File: config.mk
export PLATFORM = sky130hd
export DESIGN_NAME = mem_port_arbiter
export DESIGN_NICKNAME = d
export VERILOG_FILES = /design/src/rtl/mem_port_arbiter.sv
export SDC_FILE = /design/constraint.sdc
export NUM_CORES = 1
export LEC_CHECK = 0
export CAP_MARGIN = 20
export CORE_ASPECT_RATIO = 1.2
export CORE_MARGIN = 2
export CORE_UTILIZATION = 36
export DETAILED_ROUTE_END_ITERATION = 16
export PLACE_DENSITY_LB_ADDON = 0.25
export REMOVE_ABC_BUFFERS = 1
export SLEW_MARGIN = 10
export SYNTH_ARGS = -nofsm -noshare
export SYNTH_HDL_FRONTEND = slang
export SYNTH_SLANG_ARGS = --single-unit
File: constraint.sdc
create_clock -name clk -period 3.1 [get_ports clk]
set_input_delay 0.31 -clock clk [delete_from_list [all_inputs] [get_ports clk]]
set_output_delay 0.31 -clock clk [all_outputs]
set_load 0.01 [all_outputs]
File: src/rtl/mem_port_arbiter.sv
// Arbiter sharing one single-port synchronous memory between instruction fetch and load/store.
// Issues one access per idle cycle, sequences fixed-latency reads and returns data to the owner.
module mem_port_arbiter #(
  parameter int unsigned ADDR_W       = 32,
  parameter int unsigned DATA_W       = 32,
  parameter int unsigned MEM_LAT      = 1,
  parameter int unsigned MAX_D_STREAK = 4
) (
  input  logic              clk,
  input  logic              rst,
  input  logic              if_req,
  input  logic [ADDR_W-1:0] if_addr,
  input  logic              if_flush,
  output logic              if_gnt,
  output logic              if_rvalid,
  output logic [DATA_W-1:0] if_rdata,
  input  logic              d_req,
  input  logic              d_we,
  input  logic [ADDR_W-1:0] d_addr,
  input  logic [DATA_W-1:0] d_wdata,
  output logic              d_gnt,
  output logic              d_rvalid,
  output logic [DATA_W-1:0] d_rdata,
  output logic              mem_en,
  output logic              mem_we,
  output logic [ADDR_W-1:0] mem_addr,
  output logic [DATA_W-1:0] mem_wdata,
  input  logic [DATA_W-1:0] mem_rdata,
  output logic              busy
);

  localparam int unsigned CNT_W  = 3;
  localparam int unsigned STRK_W = 4;

  typedef enum logic {S_IDLE, S_WAIT} state_t;

  state_t              state_q, state_d;
  logic [CNT_W-1:0]    cnt_q, cnt_d;
  logic [STRK_W-1:0]   streak_q;
  logic                owner_fetch_q;
  logic                discard_q;
  logic                if_rv_q;
  logic                d_rv_q;
  logic                fetch_ok;
  logic                force_fetch;
  logic                capture;

  assign fetch_ok    = if_req & ~if_flush;
  assign force_fetch = (streak_q == STRK_W'(MAX_D_STREAK)) & fetch_ok;
  assign capture     = (state_q == S_WAIT) && (cnt_q == CNT_W'(1));
  assign busy        = (state_q == S_WAIT);
  assign if_rvalid   = if_rv_q & ~if_flush;
  assign d_rvalid    = d_rv_q;

  // Next-state, grant and memory-strobe decode
  always_comb begin
    state_d   = state_q;
    cnt_d     = cnt_q;
    if_gnt    = 1'b0;
    d_gnt     = 1'b0;
    mem_en    = 1'b0;
    mem_we    = 1'b0;
    mem_addr  = '0;
    mem_wdata = '0;
    case (state_q)
      S_IDLE: begin
        if (d_req && !force_fetch) begin
          d_gnt    = 1'b1;
          mem_en   = 1'b1;
          mem_we   = d_we;
          mem_addr = d_addr;
          if (d_we) begin
            mem_wdata = d_wdata;
          end else begin
            state_d = S_WAIT;
            cnt_d   = CNT_W'(MEM_LAT);
          end
        end else if (fetch_ok) begin
          if_gnt   = 1'b1;
          mem_en   = 1'b1;
          mem_addr = if_addr;
          state_d  = S_WAIT;
          cnt_d    = CNT_W'(MEM_LAT);
        end
      end
      S_WAIT: begin
        cnt_d = cnt_q - CNT_W'(1);
        if (cnt_q == CNT_W'(1)) state_d = S_IDLE;
      end
      default: state_d = S_IDLE;
    endcase
  end

  always_ff @(posedge clk or posedge rst) begin
    if (rst) begin
      state_q <= S_IDLE;
      cnt_q   <= '0;
    end else begin
      state_q <= state_d;
      cnt_q   <= cnt_d;
    end
  end

  // Owner tracking, flush discard, response capture and starvation streak
  always_ff @(posedge clk or posedge rst) begin
    if (rst) begin
      owner_fetch_q <= 1'b0;
      discard_q     <= 1'b0;
      if_rv_q       <= 1'b0;
      d_rv_q        <= 1'b0;
      if_rdata      <= '0;
      d_rdata       <= '0;
      streak_q      <= '0;
    end else begin
      if (if_gnt) begin
        owner_fetch_q <= 1'b1;
        discard_q     <= 1'b0;
      end else if (d_gnt && !d_we) begin
        owner_fetch_q <= 1'b0;
        discard_q     <= 1'b0;
      end else if ((state_q == S_WAIT) && owner_fetch_q && if_flush) begin
        discard_q <= 1'b1;
      end
      if_rv_q <= capture & owner_fetch_q & ~discard_q & ~if_flush;
      d_rv_q  <= capture & ~owner_fetch_q;
      if (capture && owner_fetch_q)  if_rdata <= mem_rdata;
      if (capture && !owner_fetch_q) d_rdata  <= mem_rdata;
      if (if_gnt || !if_req) begin
        streak_q <= '0;
      end else if (d_gnt && (streak_q < STRK_W'(MAX_D_STREAK))) begin
        streak_q <= streak_q + STRK_W'(1);
      end
    end
  end

endmodule

==> results of run 1 <==
-- registers in the layout, indices dropped and copies added (netlist names) --
register and count:
busy 1, cnt_q 3, d_rdata 32, d_rvalid 1, discard_q 1, if_rdata 32
if_rv_q 1, owner_fetch_q 1, streak_q 4
-- final timing paths --
path	to	slack (ps)	depth (start not counted)
max	mem_addr[7]	290	7
min	d_rdata[4]$_DFFE_PP0P_	350	2
max reg2reg	if_rdata[21]$_DFFE_PP0P_	800	4
min reg2reg	if_rv_q$_DFF_PP0_	440	1
max in group asynchronous	if_rdata[10]$_DFFE_PP0P_	1980	3
min in group clk	if_rv_q$_DFF_PP0_	440	1
-- layout make-up --
class | instances | area (um2) | area share
clock buffers | 14 | 284.0 | 0.03999
flip-flops and latches | 76 | 1902 | 0.2678
multi-input cells | 238 | 1949 | 0.2745
inverters | 7 | 26.28 | 0.003700
clock inverters | 1 | 5.005 | 0.0007047
well taps | 132 | 165.2 | 0.02326
repair buffers | 278 | 2770 | 0.3901
-- Yosys cell counts --
cell	number
nor3_1	1
mux2_2	35
ha_1	4
o2111a_1	1
or3b_2	1
buf_2	8
nor2_1	2
mux2_4	29
o22ai_1	2
buf_4	1
a31oi_1	1
dfrtp_1	76
nand2_1	68
nor2_2	1
o211ai_1	1
nand3_1	2
o21bai_1	1
nor3b_1	3
inv_1	7
nand2b_1	2
or3b_1	1
nor4b_4	1
and3b_1	1
o21ai_0	4
a21oi_1	2
o21a_1	2
nand3b_1	2
mux2i_1	33
clkbuf_1	6
nor2b_1	2
buf_6	7
a21oi_2	1
or2_1	1
and2_1	31
o21ai_1	1
xnor2_1	1
nor3b_2	1
-- through the flow --
stage / hold slack (ps) / TNS (ps) / cells
finish: 348.0 / 0 / 746
global route: 399.6 / 0 / 746
CTS: 354.1 / 0 / 746
floorplan: 380.8 / -19420 / 321
detailed placement: 442.3 / 0 / 731
global placement: 429.4 / 0 / 731
-- power by group through the flow --
stage	sequential (mW)	combinational [mW]	clock [mW]
2_1_floorplan	1.95	1.17	0
3_3_place_gp	1.76	2.91	0
3_5_place_dp	1.78	2.97	0
4_1_cts	1.79	2.99	1.02
5_1_grt	1.85	3.15	1.06
6_report	1.78	2.94	0.993
-- per-layer routing --
metal	up-vias	part of all wire	GRT usage
met5	-	0	0
met4	0	0.022	0.07962
met2	182	0.49	0.3419
met1	1731	0.38	0.2288
met3	23	0.11	0.07979
li1	1684	-	-
-- cells by family (layout without fill, tap and decap cells) --
group / count (synthesis) / after routing
and+or+nand+nor: 120 / 120
muxes: 97 / 97
DFF: 76 / 76
buffers and inverters: 29 / 300
AOI/OAI and AO/OA: 16 / 16
adders and majority gates: 4 / 4
xor gates and xnor gates: 1 / 1
==> results.json, run 1 <==
{
  "outcome": "finished clean",
  "numCtsBuffers": 9,
  "drtAntennaViolNets": 0,
  "drt-pass1-iter-count": 4,
  "synthMuxAreaShare": 0.2893,
  "syn_avg_cell_area_um2": 11.69,
  "crit_path_end_kind": "primary output",
  "p_clk_frac": 0.174,
  "area_growth_pct": 77.15,
  "diodes": 0,
  "worstSetupPathType": "reg2out",
  "synthSimpleGateAreaFrac": 0.1520,
  "setup.worst_path.start_class": "register",
  "drt_iter0_drc": 117,
  "synth_top_area_cell": "dfrtp_1",
  "netSwitchingFraction": 0.3112,
  "dieArea_um2": 12000,
  "cts_tree": "done",
  "p_seq_frac": 0.312,
  "fp.dieH_um": 119.6,
  "std_cell_rows": 42,
  "cts_setup_buffers": 0,
  "layout_commonest_cell": "clkdlybuf4s50_1",
  "crit_start": "streak_q[0]$_DFFE_PP0P_",
  "drc": 0,
  "p_total_mw": 5.723,
  "core_um2": 10930,
  "clockRootBuffer": "clkbuf_16",
  "peakVddDrop_mv": 0.6394,
  "layout_common_cells": "268 x clkdlybuf4s50_1, 76 x dfrtp_1, 68 x nand2_1",
  "min_period_ps": 2806,
  "synth_seq_cells": 76,
  "drt-wirelength-per-cell_um": 16.34,
  "gr-total-overflow": 0,
  "min_period_over_period": 0.9050,
  "place.gp.congestion": 0.7807,
  "drive_above_1_share": 0.1564,
  "cpLargestDelayFamily": "buffers and inverters",
  "worst_pin_slew_ps": 867.4,
  "ys_warn_count": 0,
  "grt_max_degree": 36,
  "max_stage_delay_ps": 570,
  "cpMaxStageDelayCell": "clkdlybuf4s50_1",
  "hold_buffers": 0,
  "relSlewSlack": 0.4217,
  "finish.utilization": 0.6497,
  "grt_pass1_wl_mm": 19.29,
  "skew_ps": 4.957,
  "cp.required_ps": 2790,
  "synth_fa_ha_area_frac": 0.01248,
  "path_buf_inv": 3,
  "power_leakage_nw": 3.034,
  "initial_core_util": 0.3668,
  "synthTopCellsByArea": "dfrtp_1 47%, mux2_4 11%, mux2_2 9.8%, mux2i_1 8.2%, nand2_1 6.4%",
  "synth_top_cell_area_share": 0.4744,
  "synth_compound_area_frac": 0.02591,
  "wirelength_mm": 12.19,
  "seq_area_frac_synth": 0.4744,
  "hp-class": "in2async",
  "power.internal_mw": 3.942,
  "clk_pin_slew_ps": 60,
  "fmax_mhz": 356.4,
  "clockBufferDepth": 2,
  "crit_chain": "inv_1 -> ha_1 -> nand3b_1 -> o21ai_4 -> buf_12 -> mux2i_1 -> clkdlybuf4s50_1",
  "antenna_found_initial": 0,
  "cp.arrival_ps": 2500,
  "rsz0062_at_grt": "false",
  "switchingPower_mw": 1.781,
  "via_per_inst": 4.853,
  "clk_latency_ps": 320,
  "routed-via-count": 3620,
  "grt_pass1_vias": 3913,
  "timing.rr.start": "busy$_DFF_PP0_",
  "stdcell_area_um2": 7102,
  "setup_violations": 0,
  "track_usage": 0.2029,
  "syn_inst": 343,
  "post-dp-hpwl_mm": 9.331,
  "synth_cell_types": 37,
  "finalMaxSlewViolations": 0,
  "cts_resized": 0,
  "layout.nets": 748,
  "synthesis.area_um2": 4009,
  "combinationalPowerShare": 0.515,
  "cts-htree-levels": 3,
  "cap_violations": 0,
  "cts.sinks": 76,
  "synth_top_family_by_area": "multiplexers",
  "finalHoldViolCount": 0,
  "cellPowerDensity_nw_per_um2": 805.8,
  "fin_ws_ps": 294.5,
  "chipWidth_um": 100.3,
  "num_io_pins": 269,
  "dpl_cell_area_um2": 6813,
  "numPortBuffers": 268,
  "fill_cells": 840,
  "dp_slack_ps": 387.8,
  "worst-path-max-fanout": 35,
  "synthXorXnorAreaFrac": 0.002185
}
Note: power is estimated with default switching activity, not from simulation.
==> run 2, diff against run 1 <==
- SETUP_SLACK_MARGIN: default -> 0.1
==> results of run 2 <==
The final DEF is identical to that of run 1; final timing and power are the same.
==> run 3, diff against run 2 <==
- CAP_MARGIN: 20 -> 30
==> results of run 3 <==
The final DEF is identical to that of run 1; final timing and power are the same.
